### src/rtl/status_led_pkg.sv
// Shared definitions for the status LED block: o_state encoding, FSM state type,
// and the blink half-period calculation. Test tops import this to decode o_state.
package status_led_pkg;

    localparam logic [1:0] IDLE = 2'd0;
    localparam logic [1:0] RUN  = 2'd1;
    localparam logic [1:0] PASS = 2'd2;
    localparam logic [1:0] FAIL = 2'd3;

    typedef enum logic [1:0] {
        ST_IDLE = IDLE,
        ST_RUN  = RUN,
        ST_PASS = PASS,
        ST_FAIL = FAIL
    } state_t;

    // Clock cycles per blink half-period, never less than one.
    function automatic int calc_half(input int clk_freq, input int blink_hz);
        int h;
        if (blink_hz <= 0) begin
            h = 1;
        end else begin
            h = clk_freq / (2 * blink_hz);
        end
        if (h < 1) begin
            h = 1;
        end
        return h;
    endfunction

endpackage

### src/rtl/blink_div.sv
// Blink phase generator: counts 0..HALF-1 and toggles the phase on every wrap.
// A restart clears the count and forces the phase on, so a new blink starts lit.
module blink_div #(
    parameter int HALF = 1
) (
    input  logic i_clk,
    input  logic i_rst_n,
    input  logic i_restart,
    output logic o_phase
);

    localparam int HALF_C = (HALF < 1) ? 1 : HALF;
    localparam int CW     = (HALF_C > 1) ? $clog2(HALF_C) : 1;
    localparam logic [CW-1:0] LAST = CW'(HALF_C - 1);

    logic [CW-1:0] cnt;

    always_ff @(posedge i_clk or negedge i_rst_n) begin
        if (!i_rst_n) begin
            cnt     <= '0;
            o_phase <= 1'b0;
        end else if (i_restart) begin
            cnt     <= '0;
            o_phase <= 1'b1;
        end else if (cnt == LAST) begin
            cnt     <= '0;
            o_phase <= ~o_phase;
        end else begin
            cnt <= cnt + 1'b1;
        end
    end

endmodule

### src/rtl/status_led.sv
// Test-fixture status indicator: tracks idle/run/pass/fail from the fixture flags
// and drives one PWM-dimmed RGB channel (blue blink, steady green, red blink).
module status_led
    import status_led_pkg::*;
#(
    parameter int CLK_FREQ = 48_000_000,
    parameter int BLINK_HZ = 2,
    parameter int PWM_BITS = 4,
    parameter int DUTY     = 4
) (
    input  logic       i_clk,
    input  logic       i_rst_n,
    input  logic       i_running,
    input  logic       i_passed,
    output logic       o_led_r,
    output logic       o_led_g,
    output logic       o_led_b,
    output logic [1:0] o_state
);

    localparam int HALF = calc_half(CLK_FREQ, BLINK_HZ);
    localparam logic [PWM_BITS:0] DUTY_W = (PWM_BITS + 1)'(DUTY);

    logic                running;
    logic                passed;
    state_t              state;
    state_t              state_next;
    logic                restart;
    logic                phase;
    logic                pwm_on;
    logic [PWM_BITS-1:0] pwm_cnt;

    always_ff @(posedge i_clk or negedge i_rst_n) begin
        if (!i_rst_n) begin
            running <= 1'b0;
            passed  <= 1'b0;
        end else begin
            running <= i_running;
            passed  <= i_passed;
        end
    end

    always_ff @(posedge i_clk or negedge i_rst_n) begin
        if (!i_rst_n) begin
            state <= ST_IDLE;
        end else begin
            state <= state_next;
        end
    end

    // passed only matters on the sample where running drops while in RUN.
    always_comb begin
        state_next = state;
        case (state)
            ST_IDLE:          if (running) state_next = ST_RUN;
            ST_RUN:           if (!running) state_next = passed ? ST_PASS : ST_FAIL;
            ST_PASS, ST_FAIL: if (running) state_next = ST_RUN;
            default:          state_next = ST_IDLE;
        endcase
        restart = (state_next != state) &&
                  ((state_next == ST_RUN) || (state_next == ST_FAIL));
    end

    always_ff @(posedge i_clk or negedge i_rst_n) begin
        if (!i_rst_n) begin
            pwm_cnt <= '0;
        end else begin
            pwm_cnt <= pwm_cnt + 1'b1;
        end
    end

    // Extra compare bit lets DUTY = 2^PWM_BITS mean permanently on.
    assign pwm_on = ({1'b0, pwm_cnt} < DUTY_W);

    blink_div #(
        .HALF(HALF)
    ) u_blink_div (
        .i_clk    (i_clk),
        .i_rst_n  (i_rst_n),
        .i_restart(restart),
        .o_phase  (phase)
    );

    always_ff @(posedge i_clk or negedge i_rst_n) begin
        if (!i_rst_n) begin
            o_led_r <= 1'b0;
            o_led_g <= 1'b0;
            o_led_b <= 1'b0;
        end else begin
            o_led_r <= 1'b0;
            o_led_g <= 1'b0;
            o_led_b <= 1'b0;
            case (state)
                ST_RUN:  o_led_b <= phase & pwm_on;
                ST_PASS: o_led_g <= pwm_on;
                ST_FAIL: o_led_r <= phase & pwm_on;
                default: ;
            endcase
        end
    end

    assign o_state = state;

endmodule

### config.mk
export PLATFORM = sky130hd
export DESIGN_NAME = status_led
export DESIGN_NICKNAME = d
export VERILOG_FILES = /design/src/rtl/status_led_pkg.sv /design/src/rtl/blink_div.sv /design/src/rtl/status_led.sv
export SDC_FILE = /design/constraint.sdc
export NUM_CORES = 1
export LEC_CHECK = 0
export CAP_MARGIN = 10
export CORE_MARGIN = 4
export CORE_UTILIZATION = 41
export CTS_CLUSTER_SIZE = 25
export DETAILED_ROUTE_END_ITERATION = 10
export DONT_BUFFER_PORTS = 1
export PLACE_DENSITY = 0.58
export SYNTH_ARGS = -nofsm -noshare
export SYNTH_HDL_FRONTEND = slang
export SYNTH_SLANG_ARGS = --single-unit
### constraint.sdc
create_clock -name i_clk -period 1.9 [get_ports i_clk]
set_input_delay 0.38 -clock i_clk [delete_from_list [all_inputs] [get_ports i_clk]]
set_output_delay 0.38 -clock i_clk [all_outputs]
set_load 0.01 [all_outputs]
After elaboration in Yosys (flattened, before gate mapping)
Cells that the tools add are included.
W data, S select, Z words.
{ "totals": {"reg_bits": 36, "latchBits": 0, "ram_bits": 0, "rom_bits": 0, "in_bits": 4, "out_inout_bits": 5, "n_memories": 0} }
{ "op_classes": {"addsub": 2, "n_mul": 0, "div_mod_pow": 0, "n_lt_le_gt_ge": 1, "n_eq_ne": 7, "shift": 0, "muxes": 11, "bitwise_logic": 2, "reduce_logical": 5} }
{ "ops": {"columns": ["op", "count"], "rows": [
  ["$mux W24", 2],
  ["$add A24 B1 Y24 const B", 1],
  ["$eq A24 B24 Y1 const B", 1],
  ["$eq A2 B2 Y1 const B", 3],
  ["$mux W1", 6],
  ["$add A4 B1 Y4 const B", 1],
  ["$eq A2 B1 Y1 const B", 2],
  ["$lt A4 B3 Y1 const B", 1],
  ["$mux W2", 2],
  ["$pmux W2 S2", 1],
  ["$reduce_or A3 Y1", 1],
  ["$logic_not A2 Y1", 1],
  ["$ne A2 B2 Y1", 1],
  ["$reduce_bool A2 Y1", 1],
  ["$and A1 B1 Y1", 1],
  ["$logic_and A1 B1 Y1", 1],
  ["$logic_or A1 B1 Y1", 1],
  ["$not A1 Y1", 1]
]} }

Depth between registers and ports, before layout
{ "logic_depth": {"word_depth": 7, "depth_mapped": 6, "ltp_nobuf": 5} }

Cells and area by module
Synthesis repeated with hierarchy kept, for this count alone.
{ "hier_totals": {"cells_unflattened": 160, "area_unflattened_um2": 1685.4} }
{ "by_module_without_submodules": {"columns": ["mod", "n_inst", "cells_each", "area_per_inst_um2", "seq_area_each_um2"], "rows": [
  ["blink_div", 1, 133, 1293.7, 625.6],
  ["status_led", 1, 27, 391.6, 275.3]
]} }

Worst setup path before layout
Ideal clock, no wire load.
{ "synth_timing": {"path_type": "reg2reg", "from": "register u_blink_div.cnt[0]", "to": "register u_blink_div.cnt[20]", "t_arrival_ns": 1.749, "t_required_ns": 1.823, "path_slack_ns": 0.074, "stages_incl_launch_ff": 7, "n_path_buf": 1, "path_cell_list": "dfrtp_1 > ha_1 > nand4_1 > or4_1 > buf_2 > or3_1 > a21oi_1"} }
{ "synth_between": {"elab_chain_len": 3, "elab_cells_between_ends": 4, "classes_between": "add/sub: 1; eq/ne: 1; mux: 2"} }
{ "synth_rtl": {"columns": ["item", "line_no", "text"], "rows": [
  ["start: declaration", "blink_div.sv:16", "logic [CW-1:0] cnt;"],
  ["start signal: assignment", "blink_div.sv:29", "cnt <= cnt + 1'b1;"],
  ["$add A24 B1 Y24 or $eq A24 B24 Y1 (tied branches)", "blink_div.sv:29, blink_div.sv:25", null],
  ["$mux W24 *", "blink_div.sv:25", "end else if (cnt == LAST) begin"],
  ["$mux W24 *", "blink_div.sv:22", "end else if (i_restart) begin"]
]} }
Every way passes the cells marked *; elsewhere a longest branch is shown, timed or not.
A chain may end at the register's enable or synchronous reset.

Worst setup path after layout
{ "layout_timing": {"from": "register u_blink_div.cnt[9]", "to": "register u_blink_div.cnt[23]"} }
The elaborated chain is that of the path after synthesis.

==> metrics.txt <==
# TYPE chip_impl_metric gauge
chip_impl_info{name="outcome",value="finished clean"} 1
chip_impl_metric{name="final_antenna_net_count",unit=""} 0
chip_impl_metric{name="wl_met3",unit="um"} 88
chip_impl_info{name="rsz0062_at_grt",value="no"} 1
chip_impl_metric{name="grt_pass1_vias",unit=""} 1274
chip_impl_metric{name="clock_buffer_count_from_cts",unit=""} 5
chip_impl_metric{name="synth-warning-count",unit=""} 0
chip_impl_metric{name="timing.critical_path.arrival",unit="ns"} 2.01
chip_impl_metric{name="post_drt_wl_per_cell",unit="um"} 15.3
chip_impl_metric{name="cellLeakagePower",unit="uW"} 0.000827
chip_impl_metric{name="worst_margin_pin_slew",unit="ns"} 0.509
chip_impl_metric{name="critPathMaxFanout",unit=""} 6
chip_impl_metric{name="cts_sinks",unit=""} 36
chip_impl_metric{name="power_frac_comb",unit="%"} 10.3
chip_impl_metric{name="ctsHtreeMaxLevel",unit=""} 2
chip_impl_metric{name="final.fill_count",unit=""} 358
chip_impl_metric{name="hold_depth",unit=""} 0
chip_impl_metric{name="via_count",unit=""} 1272
chip_impl_metric{name="total_power",unit="uW"} 1540
chip_impl_metric{name="ios",unit=""} 9
chip_impl_metric{name="post-route-period-util",unit="%"} 95.0
chip_impl_metric{name="routed_wirelength",unit="mm"} 3.51
chip_impl_metric{name="synth_cell_types",unit=""} 34
chip_impl_metric{name="route.met2.wl",unit="mm"} 1.70
chip_impl_metric{name="wl_met1",unit="mm"} 1.65
chip_impl_metric{name="drv_cap",unit=""} 0
chip_impl_metric{name="fmaxAchievable",unit="MHz"} 554
chip_impl_info{name="layout_common_cells",value="sky130_fd_sc_hd__dfrtp_1 (36), sky130_fd_sc_hd__nor2_1 (16), sky130_fd_sc_hd__buf_4 (12), sky130_fd_sc_hd__nand3_1 (11)"} 1
chip_impl_metric{name="sequentialPowerShare",unit="%"} 53.4
chip_impl_metric{name="synth_adder_area_share",unit="%"} 1.49
chip_impl_metric{name="portBuffers",unit=""} 0
chip_impl_metric{name="grt_first_pass_wirelength",unit="mm"} 6.02
chip_impl_metric{name="grt_antenna_before_repair",unit=""} 0
chip_impl_metric{name="die_area",unit="um^2"} 5180
chip_impl_metric{name="path_clk_slew",unit="ns"} 0.07
chip_impl_info{name="main_combinational_cell_family_by_area_after_synthesis",value="simple AND/OR/NAND/NOR gates"} 1
chip_impl_metric{name="grt_max_degree",unit=""} 37
chip_impl_metric{name="detail_route.first_pass.iterations",unit=""} 4
chip_impl_metric{name="clockPowerShare",unit="%"} 36.2
chip_impl_metric{name="clock_tree.buffer_depth",unit=""} 2
chip_impl_info{name="cts_tree",value="done"} 1
chip_impl_metric{name="final.setup_skew",unit="ns"} 0.0100
chip_impl_info{name="min_path_type",value="in2reg"} 1
chip_impl_metric{name="synth_compound_area_share",unit="%"} 7.60
chip_impl_info{name="top_layer_used",value="met4"} 1
chip_impl_metric{name="grt_overflow",unit=""} 0
chip_impl_metric{name="detailed_route_vias_per_instance",unit=""} 5.55
chip_impl_metric{name="syn_to_final_growth",unit="%"} 16.7
chip_impl_metric{name="remaining_drc_errors",unit=""} 0
chip_impl_metric{name="synth-xor-area-share",unit="%"} 7.30
chip_impl_metric{name="period_needed",unit="ns"} 1.81
chip_impl_metric{name="reg2reg_depth",unit=""} 4
chip_impl_metric{name="mappedNetlistNets",unit=""} 169
chip_impl_metric{name="finalWeightedCongestion",unit=""} 0.783
chip_impl_metric{name="hold-worst-slack",unit="ns"} 0.116
chip_impl_metric{name="drtIter0Drc",unit=""} 44
chip_impl_metric{name="hold_violations",unit=""} 0
chip_impl_metric{name="core.rowCount",unit=""} 22
chip_impl_metric{name="internal_power",unit="uW"} 1170
chip_impl_info{name="critical_path_class",value="reg2reg"} 1
chip_impl_metric{name="synth_area",unit="um^2"} 1680
chip_impl_metric{name="avg_inst_size_synth",unit="um^2"} 10.3
chip_impl_metric{name="power_per_cell_area",unit="nW/um^2"} 787
chip_impl_metric{name="ys_seq_elements",unit=""} 36
chip_impl_metric{name="switching_power",unit="uW"} 373
chip_impl_metric{name="track_usage",unit="%"} 15.4
chip_impl_metric{name="dp_hpwl",unit="mm"} 2.44
chip_impl_metric{name="antennaDiodeCount",unit=""} 0
chip_impl_metric{name="power_switching_share",unit="%"} 24.2
chip_impl_metric{name="yosys.area_share.simple",unit="%"} 27.3
chip_impl_metric{name="muxShareOfSynthArea",unit="%"} 0.596
chip_impl_metric{name="worst_vdd_drop",unit="mV"} 0.478
chip_impl_metric{name="design.core.area",unit="um^2"} 3800
chip_impl_metric{name="setup-tns-final",unit="ns"} 0
chip_impl_metric{name="post_synth_inst_count",unit=""} 163
chip_impl_info{name="leading_cell_type_in_the_layout_fill_and_taps_excluded",value="sky130_fd_sc_hd__dfrtp_1"} 1
chip_impl_info{name="clock_tree_root",value="sky130_fd_sc_hd__clkbuf_8"} 1
chip_impl_metric{name="endpoint_required_time_on_the_critical_path",unit="ns"} 2.11
chip_impl_metric{name="die_x",unit="um"} 72.0
chip_impl_metric{name="floorplan.initialDensity",unit="%"} 44.2
chip_impl_info{name="endpoint_type_of_the_worst_setup_path",value="flop"} 1
chip_impl_metric{name="timing.slew.headroom",unit="%"} 65.6
chip_impl_info{name="critPathLaunchType",value="flop"} 1
chip_impl_metric{name="report.final.setup_viol",unit=""} 0
chip_impl_metric{name="final_max_slew_viol_count",unit=""} 0
chip_impl_metric{name="clock_latency",unit="ns"} 0.29
chip_impl_metric{name="layout-drive-gt1-share",unit="%"} 16.0
chip_impl_metric{name="synth_seq_area_share",unit="%"} 53.7
chip_impl_metric{name="die_y",unit="um"} 72.0
chip_impl_metric{name="finalNetCount",unit=""} 186
## logic make-up (layout without fill, tap and decap cells)
group | after synthesis | in the layout
fa+ha+maj | 2 | 2
simple gates | 79 | 79
compound gates | 23 | 23
buf+inv | 8 | 26
flops | 36 | 36
xor+xnor | 14 | 14
mux | 1 | 1
## Yosys cell counts
cell type / number / area share (%)
sky130_fd_sc_hd__clkbuf_1: 1 / 0.22
sky130_fd_sc_hd__or4_1: 2 / 0.89
sky130_fd_sc_hd__or3_2: 1 / 0.45
sky130_fd_sc_hd__and3_2: 1 / 0.45
sky130_fd_sc_hd__nand4b_1: 2 / 1.0
sky130_fd_sc_hd__nand2b_1: 1 / 0.37
sky130_fd_sc_hd__nand4_1: 10 / 3.7
sky130_fd_sc_hd__nor2b_1: 1 / 0.37
sky130_fd_sc_hd__a21o_1: 1 / 0.45
sky130_fd_sc_hd__nor2_1: 16 / 3.6
sky130_fd_sc_hd__and3_1: 2 / 0.75
sky130_fd_sc_hd__xnor2_1: 5 / 2.6
sky130_fd_sc_hd__or3_1: 8 / 3.0
sky130_fd_sc_hd__nand2_1: 9 / 2.0
sky130_fd_sc_hd__o21ai_0: 10 / 3.0
sky130_fd_sc_hd__o31ai_1: 1 / 0.45
sky130_fd_sc_hd__nor4_1: 1 / 0.37
sky130_fd_sc_hd__or4_4: 1 / 0.67
sky130_fd_sc_hd__nor4bb_1: 2 / 1.2
sky130_fd_sc_hd__nand3_1: 11 / 3.3
sky130_fd_sc_hd__ha_1: 2 / 1.5
sky130_fd_sc_hd__buf_2: 4 / 1.2
sky130_fd_sc_hd__and4_1: 2 / 1.0
sky130_fd_sc_hd__mux2i_1: 1 / 0.60
sky130_fd_sc_hd__and2_1: 3 / 1.1
sky130_fd_sc_hd__inv_1: 3 / 0.67
sky130_fd_sc_hd__nor4b_1: 3 / 1.6
sky130_fd_sc_hd__xor2_1: 9 / 4.7
sky130_fd_sc_hd__or2_2: 1 / 0.37
sky130_fd_sc_hd__nand4_2: 1 / 0.75
sky130_fd_sc_hd__o31ai_2: 1 / 0.75
sky130_fd_sc_hd__dfrtp_1: 36 / 54
sky130_fd_sc_hd__nor3_1: 1 / 0.30
sky130_fd_sc_hd__a21oi_1: 10 / 3.0
## state kept, by name, summed over array words and instances, names as in the netlist
signal               flops
u_blink_div.o_phase      1
o_led_r                  1
passed                   1
o_led_g                  1
o_led_b                  1
o_state                  2
pwm_cnt                  4
running                  1
u_blink_div.cnt         24
## worst max-delay path: stages (launching register included)
cell and delay (ns):
sky130_fd_sc_hd__dfrtp_1 0.43, sky130_fd_sc_hd__nand4_2 0.15, sky130_fd_sc_hd__or4_4 0.60, sky130_fd_sc_hd__or3_1 0.37, sky130_fd_sc_hd__a21oi_1 0.17
## stage by stage
step / cells / setup slack [ns] / area (um^2) / util (%)
after floorplan: 163 / 0.0739 / 1680 / -
after global placement: 217 / 0.0905 / 1800 / 47.3
after detailed placement: 217 / 0.00716 / 1800 / 47.3
after CTS: 227 / 0.0484 / 1930 / 50.7
after global routing: 229 / 0.0116 / 1960 / 51.6
final: 229 / 0.0946 / 1960 / 51.6
## metal layers
layer  vias to the layer above  global-route usage (%)
li1                        618                       -
met1                       636                    19.5
met2                        13                    23.7
met3                         5                    4.71
met4                         0                    8.35
met5                         -                       0
## path summary, 6_finish.rpt
check,startpoint,end,slack [ns]
max in group asynchronous,i_rst_n,u_blink_div.cnt[17]$_DFF_PN0_,1.16
min in group asynchronous,i_rst_n,u_blink_div.cnt[21]$_DFF_PN0_,0.55
max,u_blink_div.cnt[9]$_DFF_PN0_,u_blink_div.cnt[23]$_DFF_PN0_,0.09
max reg2reg,u_blink_div.cnt[9]$_DFF_PN0_,u_blink_div.cnt[23]$_DFF_PN0_,0.09
min reg2reg,pwm_cnt[0]$_DFF_PN0_,pwm_cnt[0]$_DFF_PN0_,0.45
min,i_running,running$_DFF_PN0_,0.12
## power groups by stage
stage	clock network (uW)	logic, uW	registers [uW]
after floorplan	0	60.1	843
after global placement	0	110	839
after detailed placement	0	113	841
after CTS	589	136	826
after global routing	623	179	829
final	559	159	825
## what timing repair did
item,4_1_cts,5_1_grt
resized for setup,1,3
setup buffers,0,2
hold buffers,2,0
pin swaps,0,1
endpoints found under the hold margin,36,0
setup endpoints to repair,3,18
## cell type report
cell class	count	area, um^2	area share [%]
sequential	36	901	46.0
multi-input combinational	119	762	38.9
tap	48	60.1	3.07
timing repair buffer	15	131	6.70
clock inverter	1	7.51	0.383
clock buffer	7	86.3	4.41
inverter	3	11.3	0.575
No activity file was read; power rests on OpenSTA's default activity.
